File: config.mk
export PLATFORM = sky130hd
export DESIGN_NAME = move_scan_controller
export DESIGN_NICKNAME = d
export VERILOG_FILES = /design/src/rtl/move_scan_controller.sv
export SDC_FILE = /design/constraint.sdc
export NUM_CORES = 1
export LEC_CHECK = 0
export ABC_AREA = 1
export CAP_MARGIN = 5
export CORE_MARGIN = 3
export CORE_UTILIZATION = 45
export DETAILED_ROUTE_END_ITERATION = 10
export GPL_ROUTABILITY_DRIVEN = 0
export PLACE_DENSITY = 0.81
export SYNTH_ARGS = -nofsm -noshare
export SYNTH_HDL_FRONTEND = slang
export SYNTH_SLANG_ARGS = --single-unit
File: constraint.sdc
create_clock -name clk -period 2.85 [get_ports clk]
set_clock_uncertainty 0.1 [all_clocks]
set_input_delay 0.855 -clock clk [delete_from_list [all_inputs] [get_ports clk]]
set_output_delay 0.855 -clock clk [all_outputs]
set_load 0.005 [all_outputs]
File: src/rtl/move_scan_controller.sv
// Sequences one move-generation pass over the 64 square units: reset, wait for done,
// then drain every square FIFO in order and stream its valid moves to the consumer.
module move_scan_controller #(
  parameter int GEN_TIMEOUT = 64,
  parameter int MOVE_W      = 19,
  parameter int SLOTS       = 8
) (
  input  logic              clk,
  input  logic              reset,
  input  logic              start,
  input  logic [63:0]       sqDone,
  input  logic [63:0]       sqEmpty,
  input  logic [159:0]      sqFifoOut,
  output logic              sqReset,
  output logic [5:0]        sqSel,
  output logic [63:0]       sqRden,
  output logic [MOVE_W-1:0] mvData,
  output logic              mvValid,
  input  logic              mvReady,
  output logic              busy,
  output logic              done,
  output logic              timeout,
  output logic [7:0]        moveCount
);

  localparam int BUF_W  = MOVE_W * SLOTS;
  localparam int CNT_W  = $clog2(GEN_TIMEOUT + 1);
  localparam int SLOT_W = (SLOTS > 1) ? $clog2(SLOTS) : 1;

  typedef enum logic [2:0] {IDLE, CLR, GEN, SCAN, READ, LATCH, EMIT, DONE} state_t;

  state_t             state;
  state_t             state_next;
  logic [CNT_W-1:0]   gen_cnt;
  logic [BUF_W-1:0]   word_buf;
  logic [SLOT_W-1:0]  slot;
  logic [MOVE_W-1:0]  cur;
  logic               gen_finished;
  logic               gen_expire;
  logic               slot_last;
  logic               slot_done;
  logic               pad_unused;

  assign pad_unused = ^sqFifoOut[159:BUF_W];
  assign cur        = word_buf[slot*MOVE_W +: MOVE_W];

  // Done flags are stale for the first two GEN cycles while squares leave reset.
  assign gen_finished = (gen_cnt >= CNT_W'(2)) && (&sqDone);
  assign gen_expire   = (gen_cnt == CNT_W'(GEN_TIMEOUT - 2));
  assign slot_last    = (slot == SLOT_W'(SLOTS - 1));
  assign slot_done    = cur[MOVE_W-1] || (mvValid && mvReady);

  always_ff @(posedge clk) begin
    if (reset) state <= IDLE;
    else       state <= state_next;
  end

  always_comb begin
    state_next = state;
    case (state)
      IDLE:    if (start) state_next = CLR;
      CLR:     state_next = GEN;
      GEN:     if (gen_finished || gen_expire) state_next = SCAN;
      SCAN: begin
        if (!sqEmpty[sqSel])      state_next = READ;
        else if (sqSel == 6'd63)  state_next = DONE;
      end
      READ:    state_next = LATCH;
      LATCH:   state_next = EMIT;
      EMIT:    if (slot_done && slot_last) state_next = SCAN;
      DONE:    if (start) state_next = CLR;
      default: state_next = IDLE;
    endcase
  end

  always_comb begin
    sqReset = (state == CLR);
    sqRden  = (state == READ) ? (64'd1 << sqSel) : 64'd0;
    busy    = (state != IDLE) && (state != DONE);
    done    = (state == DONE);
  end

  // A valid move is loaded into the output register once, then held until accepted;
  // returning to SCAN keeps sqSel because the same square may hold further words.
  always_ff @(posedge clk) begin
    if (reset) begin
      gen_cnt   <= '0;
      word_buf  <= '0;
      slot      <= '0;
      sqSel     <= '0;
      mvValid   <= 1'b0;
      mvData    <= '0;
      timeout   <= 1'b0;
      moveCount <= '0;
    end else begin
      case (state)
        IDLE, DONE: begin
          if (start) begin
            moveCount <= '0;
            timeout   <= 1'b0;
            sqSel     <= '0;
          end
        end
        CLR: gen_cnt <= '0;
        GEN: begin
          if (!gen_finished) begin
            gen_cnt <= gen_cnt + 1'b1;
            if (gen_expire) timeout <= 1'b1;
          end
        end
        SCAN: begin
          if (sqEmpty[sqSel] && (sqSel != 6'd63)) sqSel <= sqSel + 6'd1;
        end
        LATCH: begin
          word_buf <= sqFifoOut[BUF_W-1:0];
          slot     <= '0;
        end
        EMIT: begin
          if (cur[MOVE_W-1]) begin
            slot <= slot + 1'b1;
          end else if (!mvValid) begin
            mvValid <= 1'b1;
            mvData  <= cur;
          end else if (mvReady) begin
            mvValid <= 1'b0;
            slot    <= slot + 1'b1;
            if (moveCount != 8'hFF) moveCount <= moveCount + 8'd1;
          end
        end
        default: ;
      endcase
    end
  end

endmodule

Word level (Yosys, flattened, before mapping)
Cells that the tools add are included.

operators by class
  reductions and logical operators = 24
  add/subtract/negate cells = 4
  eq/ne operators = 26
  multiply operators = 1
  shifts and indexed selects = 2
  order comparisons = 2
  multiplexer cells = 30
  bitwise gates (word level) = 2

operators by type and width
  operator                                                                number
  152-bit by 9-bit indexed part select with 19-bit output                 1
  64-bit 2-to-1 mux                                                       1
  64-bit AND reduction                                                    1
  1-bit by 6-bit << shifter with 64-bit output (first input constant)     1
  8-bit 2-to-1 mux                                                        5
  3-bit 2-to-1 mux                                                        8
  3-bit case mux with 7 select lines                                      1
  2-bit != test (second input constant)                                   9
  8-bit case mux with 2 select lines                                      1
  3-bit equality test (second input constant)                             5
  7-bit case mux with 2 select lines                                      1
  6-bit 2-to-1 mux                                                        2
  3-bit != test (second input constant)                                   4
  6-bit case mux with 2 select lines                                      1
  2-bit nonzero test                                                      5
  3-bit AND reduction                                                     3
  8-bit by 1-bit adder with 8-bit output (second input constant)          1
  3-bit by 5-bit multiplier with 8-bit output (second input constant)     1
  8-bit != test (second input constant)                                   1
  4-bit AND reduction                                                     2
  7-bit by 1-bit adder with 7-bit output (second input constant)          1
  7-bit by 6-bit equality test with 1-bit output (second input constant)  1
  7-bit by 2-bit >= comparator with 1-bit output (second input constant)  1
  6-bit by 7-bit < comparator with 1-bit output (second input constant)   1
  other kinds (20)                                                        33

storage, ports and cells
  input port bits = 292
  output and inout port bits = 102
  flip-flop bits (word level) = 199
  word-level logic and storage cells = 100

Depth between registers and ports, before layout
Gate-level depths: netlist (run 1).

  depth after elaboration = 6
  depth in mapped cells = 17
  gate-level depth less buffers = 16

Least setup slack after synthesis (run 1)
No wires, ideal clock.

  kind = flip-flop to output port
  start point = reg sqSel[1]
  end point = out sqRden[25]
  slack = 0.536 ns
  data required time = 1.895 ns
  cell stages (with the launch flop) = 8
  buffers on the path = 3
  arrival time = 1.359 ns
  cell sequence = dfxtp_1 -> buf_2 -> inv_2 -> buf_6 -> ha_1 -> buf_1 -> nand3_1 -> nor2_1

between the ends
  word-level cells in the longest chain between the ends = 2

RTL lines
  item                                          line  RTL
  start: declaration                            15    output logic [5:0] sqSel,
  start signal: assignment                      112   if (sqEmpty[sqSel] && (sqSel != 6'd63)) sqSel <= sqSel + 6'd1;
  1-bit by 6-bit << shifter with 64-bit output  78    sqRden = (state == READ) ? (64'd1 << sqSel) : 64'd0;
  64-bit 2-to-1 mux                             78
  end: declaration                              16    output logic [63:0] sqRden,

Every way passes these cells.

Worst setup path after layout (run 1)
  start point = reg sqSel[3]
  end point = out sqRden[56]

Same word-level chain as after synthesis.

==> metrics.yaml, run 1 <==
power_and_ir_drop:
  combPwrFrac_pct: 33.8
  p_sw_share_pct: 36.17
  p_per_area_nw_per_um2: 540.6
  power_frac_seq_pct: 37.3
  p_switching_mw: 2.995
  clock_power_share_pct: 28.9
  ir_drop_v: 0.0003944
  p_int_mw: 5.284
  power_mw: 8.278
  leakagePower_nw: 5.950
sta:
  setup_viol: 1
  final_max_slew_viol_count: 0
  setup_ws_ns: -0.008752
  period_share_pct: 100.3
  slew-limit-headroom_pct: 35.42
  worst_pin_slew_ns: 0.9687
  hold_violations: 0
  max_freq_ghz: 0.3498
  hold_ws_ns: 0.3552
  min_period_ns: 2.859
yosys:
  ys_ff_latch: 199
  ys_top_cells_by_area: "dfxtp_1 38%, a21oi_1 10%, nand2_1 10%"
  synth_area_per_cell_um2: 6.794
  netlist_area_um2: 10480
  synth-async-reset-ratio_pct: 0
  ys_top_cells_by_count: "280 x nand2_1, 218 x a21oi_1, 199 x dfxtp_1"
  syn_nets: 1846
  synth_cell_types: 39
  synth_top_area_share_pct: 38.00
  seq_area_frac_synth_pct: 38.00
  synth_edf_count: 0
  ys.flop_type: "dfxtp_1"
  synth_most_common_cell: "nand2_1"
  synth_warnings: 0
  yosysTopAreaCell: "dfxtp_1"
  synthCells: 1543
die:
  ios: 394
  placementRows: 55
  die_x_um: 158.6
  initial_core_util_pct: 46.02
  dieArea_um2: 25160
  core_area_um2: 22780
  die_h_um: 158.6
drt:
  drt-wirelength-per-cell_um: 17.76
  final_antenna_net_count: 0
  routed_wl_um: 39100
  drtIter0Drc: 1287
  num_vias: 11890
  via_per_inst: 5.403
  firstDrtPassIters: 7
  drc: 0
job:
  maxCapViolCount: 0
cts:
  htree_levels: 4
  path_clk_slew_ns: 0.07
  clock-sinks: 199
  cts_tree: "yes"
  clockRootBuffer: "clkbuf_16"
  ctsHoldBuffers: 0
  clockBufferDepth: 2
  clock_latency_ns: 0.44
  numCtsBuffers: 17
critical_path:
  criticalPathCategory: "reg -> out"
  arrival_ns: 1.90
  cp_max_fo: 7
  startpoint_type: "flip-flop"
  cp_data_required_time_ns: 1.90
  cp-end-kind: "primary output"
global_routing:
  overflow: 0
  antenna_found_initial: 3
  grt_max_degree: 104
  grt_pass1_vias: 10800
  grtUsageTotal_pct: 29.28
  grt_pass1_wl_um: 57450
final_layout:
  drive_above_1_share_pct: 9.809
  fin_area_um2: 15310
  final_util_pct: 67.22
  layoutNonFillerInstCount: 2201
  syn2layout_area_growth_pct: 46.07
  final_nets: 2176
placed_design:
  place_area_um2: 14550
  place_inst: 2158
  portBuffers: 384
  dp_hpwl_um: 28330
hold_path:
  hold_path_class: "reg -> reg"
run_status:
  violations: "negative setup slack"
  status: "finished with violations"
-- metal layers --
layer	share of wire [%]	global-route usage, %	vias up
li1	-	-	5781
met1	39	35.61	5444
met2	48	48.68	555
met3	8.3	6.061	109
met4	5.1	15.61	2
met5	0.033	0	-
-- final timing paths --
path / startpoint / end / slack [ns] / cells after the start
setup reg to reg: state[2]$_SDFFE_PP0P_ / word_buf[30]$_SDFFE_PP0P_ / 0.50 / 6
setup / recovery: sqSel[3]$_SDFFE_PP0P_ / sqRden[56] / -0.009 / 5
hold / removal: word_buf[96]$_SDFFE_PP0P_ / word_buf[96]$_SDFFE_PP0P_ / 0.36 / 2
hold reg to reg: word_buf[96]$_SDFFE_PP0P_ / word_buf[96]$_SDFFE_PP0P_ / 0.36 / 2
-- area by class of cell --
class,instances,area [µm²]
well taps,313,391.6
fillers,1951,7466
flip-flops and latches,199,4009
multi-input cells,1086,5609
inverters,137,521.8
clock buffers,18,429.2
repair buffers,432,4197
clock inverters,14,150.1
diodes,2,5.005
-- state kept, by name, summed over array words and instances (netlist names) --
name,flops
word_buf,152
mvData,18
moveCount,8
gen_cnt,7
sqSel,6
slot,3
state,3
mvValid,1
timeout,1
-- power groups by stage --
stage | sequential [mW] | combinational, mW | clock [mW]
4_1_cts | 3.07 | 2.73 | 2.43
5_1_grt | 3.11 | 3.07 | 2.54
3_3_place_gp | 3.10 | 2.58 | 0
3_5_place_dp | 3.10 | 2.62 | 0
6_report | 3.09 | 2.80 | 2.39
2_1_floorplan | 3.07 | 1.57 | 0
-- critical path, cell delays in order (launching register included) --
cell	delay [ns]
dfxtp_4	0.42
inv_2	0.07
nor2_4	0.19
nand3_1	0.21
nor2_1	0.18
clkdlybuf4s15_1	0.40
-- through the flow --
stage	setup TNS, ns	setup WS [ns]
CTS	-2.238	-0.1781
global route	-0.1941	-0.1452
global placement	0	0.07954
floorplan	0	0.5356
finish	-0.008752	-0.008752
detailed placement	0	0.04680
-- layout by cell type (no fill, tap or decap), types with 3 or more instances in the layout --
master / count
a21oi_2: 12
dfxtp_1: 191
inv_6: 4
nor2_2: 5
dlygate4sd2_1: 21
xor2_1: 5
nand2_1: 276
nand2_4: 3
clkbuf_2: 16
buf_2: 9
nand3_1: 183
dlymetal6s2s_1: 17
nand3_2: 3
nand2_2: 3
nand3b_4: 12
a21oi_1: 218
buf_4: 41
nand4_1: 15
buf_12: 4
inv_1: 122
clkbuf_16: 18
inv_2: 12
o211ai_1: 38
ha_4: 5
nand3b_1: 9
clkdlybuf4s50_1: 318
o21ai_0: 130
inv_8: 5
nor2_1: 135
nor2_4: 8
clkinv_4: 4
dfxtp_4: 6
ha_1: 5
-- kinds of logic after synthesis --
family | Yosys count | synth area share [%]
other | 1 | 0.03577
adder cells (fa/ha/maj) | 11 | 1.313
AND/OR/NAND/NOR | 660 | 29.06
XOR/XNOR | 7 | 0.5849
buffers and inverters | 258 | 10.01
flip-flops | 199 | 38.00
AO/OA/AOI/OAI | 407 | 20.98
-- what timing repair did --
action | CTS | global route
hold endpoints to repair | 0 | 0
setup buffers | 5 | 2
setup endpoints to repair | 65 | 27
gates resized for setup | 112 | 63
gates cloned | 1 | 1
pin swaps | 7 | 1
Note: power is estimated with default switching activity, not from simulation.
==> inputs of run 2 (changes only) <==
--- a/config.mk
+++ b/config.mk
@@ -12,6 +12,7 @@
 export DETAILED_ROUTE_END_ITERATION = 10
 export GPL_ROUTABILITY_DRIVEN = 0
 export PLACE_DENSITY = 0.81
+export SLEW_MARGIN = 40
 export SYNTH_ARGS = -nofsm -noshare
 export SYNTH_HDL_FRONTEND = slang
 export SYNTH_SLANG_ARGS = --single-unit
==> run 2 against run 1 <==
Effect of this change:
- the run still ends with negative setup slack left
- largest power group unchanged
- first-iteration DRC count fell by 8.0%
- sequential power about the same
- via count down 0.34%
- critical path type unchanged
- maximum frequency shrank 3.7%
- routed wire length down 0.38%
- register-to-register slack better by 0.04 ns
- worst hold slack got worse by 0.0020 ns
- non-clock buffer count grew 5
- die area unchanged
- global-route usage fell by 0.094 points
- total power rose by 0.76%
- design area is 0.74% higher
==> metrics.yaml, run 2 (synthesis gave the netlist of run 1 again) <==
global_routing:
  grt_max_degree: 104  # unchanged
  grt_pass1_wl_um: 57350  # -0.18%
  grt_pass1_vias: 10790  # -0.074%
  antenna_found_initial: 4  # +1
  grtUsageTotal_pct: 29.19  # -0.094 points
  overflow: 0  # unchanged
sta:
  period_share_pct: 104.2  # +3.9 points
  setup_viol: 14  # +13
  rsz0062_at_grt: "yes"
  min_period_ns: 2.969  # +0.1104 ns
  max_freq_ghz: 0.3368  # -3.7%
  hold_violations: 0  # unchanged
  slew-limit-headroom_pct: 53.72  # +18 points
  hold_ws_ns: 0.3532  # -0.001970 ns
  setup_ws_ns: -0.1192  # -0.1104 ns
  final_max_slew_viol_count: 0  # unchanged
  worst_pin_slew_ns: 0.6941  # -0.2746 ns
die:
  placementRows: 55  # unchanged
  initial_core_util_pct: 46.02  # unchanged
  core_area_um2: 22780  # unchanged
  ios: 394  # unchanged
  dieArea_um2: 25160  # unchanged
  die_x_um: 158.6  # unchanged
  die_h_um: 158.6  # unchanged
cts:
  ctsHoldBuffers: 0  # unchanged
  clockRootBuffer: "clkbuf_16"
  clockBufferDepth: 2  # unchanged
  numCtsBuffers: 17  # unchanged
  path_clk_slew_ns: 0.07  # about the same
  clock_latency_ns: 0.43  # about the same
  clock-sinks: 199  # unchanged
  cts_tree: "yes"
  htree_levels: 4  # unchanged
drt:
  routed_wl_um: 38950  # -0.38%
  num_vias: 11850  # -0.34%
  via_per_inst: 5.370  # -0.61%
  drc: 0  # unchanged
  firstDrtPassIters: 6  # -1
  drtIter0Drc: 1184  # -8.0%
  drt-wirelength-per-cell_um: 17.65  # -0.65%
  final_antenna_net_count: 0  # unchanged
critical_path:
  arrival_ns: 2.01  # +0.11 ns
  r2r_start: "sqSel[0]$_SDFFE_PP0P_"
  r2r_slack_ns: 0.54  # +0.04 ns
  criticalPathCategory: "reg -> out"
  worstRegToRegCells: 15  # +9
  cp_data_required_time_ns: 1.90  # about the same
  startpoint_type: "flip-flop"
  rr_endpoint: "sqSel[2]$_SDFFE_PP0P_"
  cp_max_fo: 18  # +11
  cp-end-kind: "primary output"
final_layout:
  largest_reg_flops: 152  # unchanged
  drive_above_1_share_pct: 9.365  # -0.44 points
  fin_area_um2: 15430  # +0.74%
  top_regs: "word_buf (152), mvData (18), moveCount (8)"
  final_nets: 2181  # +0.23%
  syn2layout_area_growth_pct: 47.16
  final_util_pct: 67.72  # +0.50 points
  final_common_cell: "clkdlybuf4s50_1"
  final_cell_mix: "332 x clkdlybuf4s50_1, 276 x nand2_1, 218 x a21oi_1, 191 x dfxtp_1, 179 x nand3_1"
  layoutNonFillerInstCount: 2207  # +0.27%
  largest_register: "word_buf"
placed_design:
  place_area_um2: 14550  # about the same
  portBuffers: 384  # unchanged
  dp_hpwl_um: 28260  # -0.26%
  place_inst: 2158  # unchanged
hold_path:
  holdCritStartpoint: "word_buf[96]$_SDFFE_PP0P_"
  holdPathStages: 2  # unchanged
  min_to: "word_buf[96]$_SDFFE_PP0P_"
  hold_path_class: "reg -> reg"
job:
  maxCapViolCount: 0  # unchanged
power_and_ir_drop:
  p_per_area_nw_per_um2: 540.7  # about the same
  ir_drop_v: 0.0004503  # +14%
  leakagePower_nw: 5.884  # -1.1%
run_status:
  violations: "negative setup slack"
  status: "finished with violations"
run 2: worst max path at each step:
stage                             to  cells after the start  slack [ns]                   from
after floorplan           sqRden[25]                      7        0.54  sqSel[1]$_SDFFE_PP0P_
after global placement    sqRden[11]                      5        0.08  sqSel[0]$_SDFFE_PP0P_
after detailed placement  sqRden[11]                      5        0.04  sqSel[0]$_SDFFE_PP0P_
after CTS                 sqRden[50]                      5       -0.17  sqSel[0]$_SDFFE_PP0P_
after global routing       sqRden[0]                      6       -0.20  state[2]$_SDFFE_PP0P_
final                     sqRden[21]                      6       -0.12  state[2]$_SDFFE_PP0P_
run 2: per-stage QoR:
step / setup TNS, ns / setup WS (ns) / total power, mW
finish: -1.164 / -0.1192 / 8.341
global route: -2.565 / -0.1974 / 8.774
CTS: -3.104 / -0.1715 / 8.203
detailed placement: 0 / 0.04416 / 5.725
global placement: 0 / 0.07954 / 5.677
floorplan: 0 / 0.5356 / 4.647
run 2: where the power goes:
part           switching (mW)  internal [mW]  total, mW
registers               0.154           2.94       3.09
clock network            1.21           1.18       2.39
logic                    1.66           1.19       2.86
total                    3.03           5.31       8.34
run 2: cell type report:
class,count,area (µm²)
tap,313,391.6
fill,1943,7352
timing repair buffer,437,4292
inverter,137,521.8
clock inverter,14,148.9
sequential,199,4009
multi-input combinational,1086,5628
antenna,4,10.01
clock buffer,17,425.4
run 2: timing repair:
| action | CTS | global route |
|---|---|---|
| resized for setup | 75 | 53 |
| buffers inserted | 2 | 11 |
| setup endpoints to repair | 65 | 32 |
| pin swaps | 4 | 6 |
| cloned | 0 | 1 |
run 2: layer usage:
layer  up-vias  global-route usage, %  part of all wire, %
li1       5798                      -                    -
met5         -                      0                0.033
met3        93                  5.001                  7.6
met2       520                  48.82                   48
met1      5438                  36.61                   40
met4         2                  13.85                  4.5
run 2: critical path: stages, from the launching register on:
cell and delay (ns):
dfxtp_4 0.38, inv_4 0.07, nor3_4 0.18, nand2_2 0.14, buf_6 0.19, nor2_1 0.12, clkdlybuf4s50_1 0.52
==> inputs of run 3 (changes only) <==
--- a/config.mk
+++ b/config.mk
@@ -9,6 +9,7 @@
 export CAP_MARGIN = 5
 export CORE_MARGIN = 3
 export CORE_UTILIZATION = 45
+export CTS_BUF_LIST = sky130_fd_sc_hd__clkbuf_8
 export DETAILED_ROUTE_END_ITERATION = 10
 export GPL_ROUTABILITY_DRIVEN = 0
 export PLACE_DENSITY = 0.81
==> run 3 against run 2 <==
Effect of this change:
- the run now ends clean
- final cell count is 0.23% higher
- die area stayed put
- setup slack better by 0.14 ns
- non-clock buffer count is 5 higher
- global-route usage is 0.11 points lower
- via count is 0.21% lower
==> metrics.yaml, run 3 (synthesis gave the netlist of run 1 again) <==
final_layout:
  syn2layout_area_growth_pct: 44.98
  final_cell_mix: "317 x clkdlybuf4s50_1, 276 x nand2_1, 218 x a21oi_1, 190 x dfxtp_1, 180 x nand3_1"
  fillers: 1975  # +1.6%
  layoutNonFillerInstCount: 2212  # +0.23%
  final_common_cell: "clkdlybuf4s50_1"
  multi_input_area_um2: 5640  # +0.22%
  largest_reg_flops: 152  # unchanged
  largest_register: "word_buf"
  seqCellArea_um2: 4010  # about the same
  drive_above_1_share_pct: 11.19  # +1.8 points
  top_regs: "word_buf (152), mvData (18), moveCount (8)"
  fin_area_um2: 15200  # -1.5%
  final_nets: 2186  # +0.23%
sta:
  min_period_ns: 2.831  # -0.1385 ns
  max_freq_ghz: 0.3533  # +4.9%
  setup_ws_ns: 0.01937  # +0.1385 ns
  hold_violations: 0  # unchanged
  period_share_pct: 99.32  # -4.9 points
  setup_viol: 0  # -14
  slew-limit-headroom_pct: 54.32  # +0.60 points
  worst_pin_slew_ns: 0.6852  # -0.008976 ns
  rsz0062_at_grt: "yes"
  final_max_slew_viol_count: 0  # unchanged
  tns_ns: 0  # +1.164 ns
cts:
  clock_latency_ns: 0.48  # +0.05 ns
  clockBufferDepth: 2  # unchanged
  clock-sinks: 199  # unchanged
  numCtsBuffers: 17  # unchanged
  clockRootBuffer: "clkbuf_8"
  cts_tree: "yes"
  ctsHoldBuffers: 0  # unchanged
  htree_levels: 4  # unchanged
  path_clk_slew_ns: 0.10  # +0.03 ns
drt:
  num_vias: 11830  # -0.21%
  drtIter0Drc: 1234  # +4.2%
  drt-wirelength-per-cell_um: 17.53  # -0.66%
  drc: 0  # unchanged
  final_antenna_net_count: 0  # unchanged
  routed_wl_um: 38780  # -0.43%
  via_per_inst: 5.346  # -0.44%
  firstDrtPassIters: 5  # -1
critical_path:
  arrival_ns: 1.88  # -0.13 ns
  path_cells: "inv_8, nor3_4, nand2_2, buf_12, nor2_1, dlygate4sd2_1"
  cp-end-kind: "primary output"
  startpoint_type: "flip-flop"
  cp_data_required_time_ns: 1.90  # about the same
  criticalPathCategory: "reg -> out"
  cp_max_fo: 16  # -2
  r2r_slack_ns: 0.53  # about the same
  path_buf_inv: 3  # unchanged
  r2r_start: "sqSel[0]$_SDFFE_PP0P_"
  slowest_delay_ns: 0.39  # -0.13 ns
  path_delay_family: "buffers and inverters"
  crit_start: "state[2]$_SDFFE_PP0P_"
  crit_slowest_cell: "dfxtp_4"
placed_design:
  dp_hpwl_um: 28260  # unchanged
  pre_cts_ws_ns: 0.04416  # unchanged
  portBuffers: 384  # unchanged
  place_inst: 2158  # unchanged
  place_area_um2: 14550  # unchanged
hold_path:
  hold_path_class: "reg -> reg"
  holdCritStartpoint: "word_buf[96]$_SDFFE_PP0P_"
run_status:
  status: "completed"
power_and_ir_drop:
  clock_power_share_pct: 23.1  # -5.6 points
  leakagePower_nw: 5.839  # -0.77%
  power_mw: 7.754  # -7.0%
  p_int_mw: 4.802  # -9.6%
  ir_drop_v: 0.0003880  # -14%
  p_sw_share_pct: 38.07  # +1.8 points
  p_per_area_nw_per_um2: 510.2  # -5.6%
  p_switching_mw: 2.952  # -2.5%
  power_frac_seq_pct: 39.8  # +2.7 points
  combPwrFrac_pct: 37.1  # +2.8 points
die:
  dieArea_um2: 25160  # unchanged
  core_area_um2: 22780  # unchanged
  die_h_um: 158.6  # unchanged
  die_x_um: 158.6  # unchanged
  ios: 394  # unchanged
  placementRows: 55  # unchanged
  initial_core_util_pct: 46.02  # unchanged
global_routing:
  antenna_found_initial: 4  # unchanged
  grtUsageTotal_pct: 29.07  # -0.11 points
  grt_max_degree: 104  # unchanged
  grt_pass1_wl_um: 56960  # -0.67%
  overflow: 0  # unchanged
  grt_pass1_vias: 10730  # -0.52%
job:
  maxCapViolCount: 0  # unchanged
run 3: changes by cell type in the layout (fill, tap and decap cells not counted), moves of 9 or more:
| cell | delta |
|---|---|
| clkbuf_16 | -17 |
| clkdlybuf4s50_1 | -15 |
| buf_2 | +15 |
| nor2_2 | +9 |
| clkbuf_8 | +17 |
| nor2_1 | -9 |
run 3: through the flow:
stage	util [%]	hold WS (ns)
2_1_floorplan	-	0.3292
3_3_place_gp	63.86	0.3371
3_5_place_dp	63.88	0.3432
4_1_cts	66.19	0.3591
5_1_grt	66.71	0.3742
6_report	66.72	0.3587
run 3: layout make-up:
| class | count | share of cell area (%) |
|---|---|---|
| Inverter | 137 | 3.433 |
| Clock inverter | 14 | 0.9797 |
| Sequential cell | 199 | 26.39 |
| Tap cell | 313 | 2.577 |
| Antenna cell | 4 | 0.06587 |
| Timing Repair Buffer | 442 | 27.90 |
| Multi-Input combinational cell | 1086 | 37.12 |
| Clock buffer | 17 | 1.540 |
run 3: repair_timing:
item | CTS | global route
gates cloned | 1 | 1
pin swaps | 6 | 4
endpoints found under the setup margin | 67 | 41
setup buffers | 4 | 13
resized for setup | 91 | 110
run 3: worst min-delay path, delay by kind of cell (launching register included):
family | cells | cell delay (ns)
compound gates | 1 | 0.05
buf+inv | 1 | 0.06
flops | 1 | 0.31
run 3: power by group through the flow:
stage | logic, mW | clock network (mW) | registers, mW
global placement | 2.58 | 0 | 3.10
detailed placement | 2.62 | 0 | 3.10
CTS | 2.74 | 1.83 | 3.07
floorplan | 1.57 | 0 | 3.07
finish | 2.88 | 1.79 | 3.08
global route | 3.14 | 1.94 | 3.10
run 3: worst paths after layout:
| path | endpoint | cells after the start |
|---|---|---|
| min | word_buf[96]$_SDFFE_PP0P_ | 2 |
| max | sqRden[58] | 6 |
| min reg2reg | word_buf[96]$_SDFFE_PP0P_ | 2 |
| max reg2reg | sqSel[2]$_SDFFE_PP0P_ | 15 |
run 3: per-layer routing:
layer  vias up  track usage, %  routed length [µm]
met1      5391           36.09               15160
met2       543           48.78               18680
li1       5792               -                   -
met5         -               0                  13
met3        98           4.811                3111
met4         2           14.67                1812
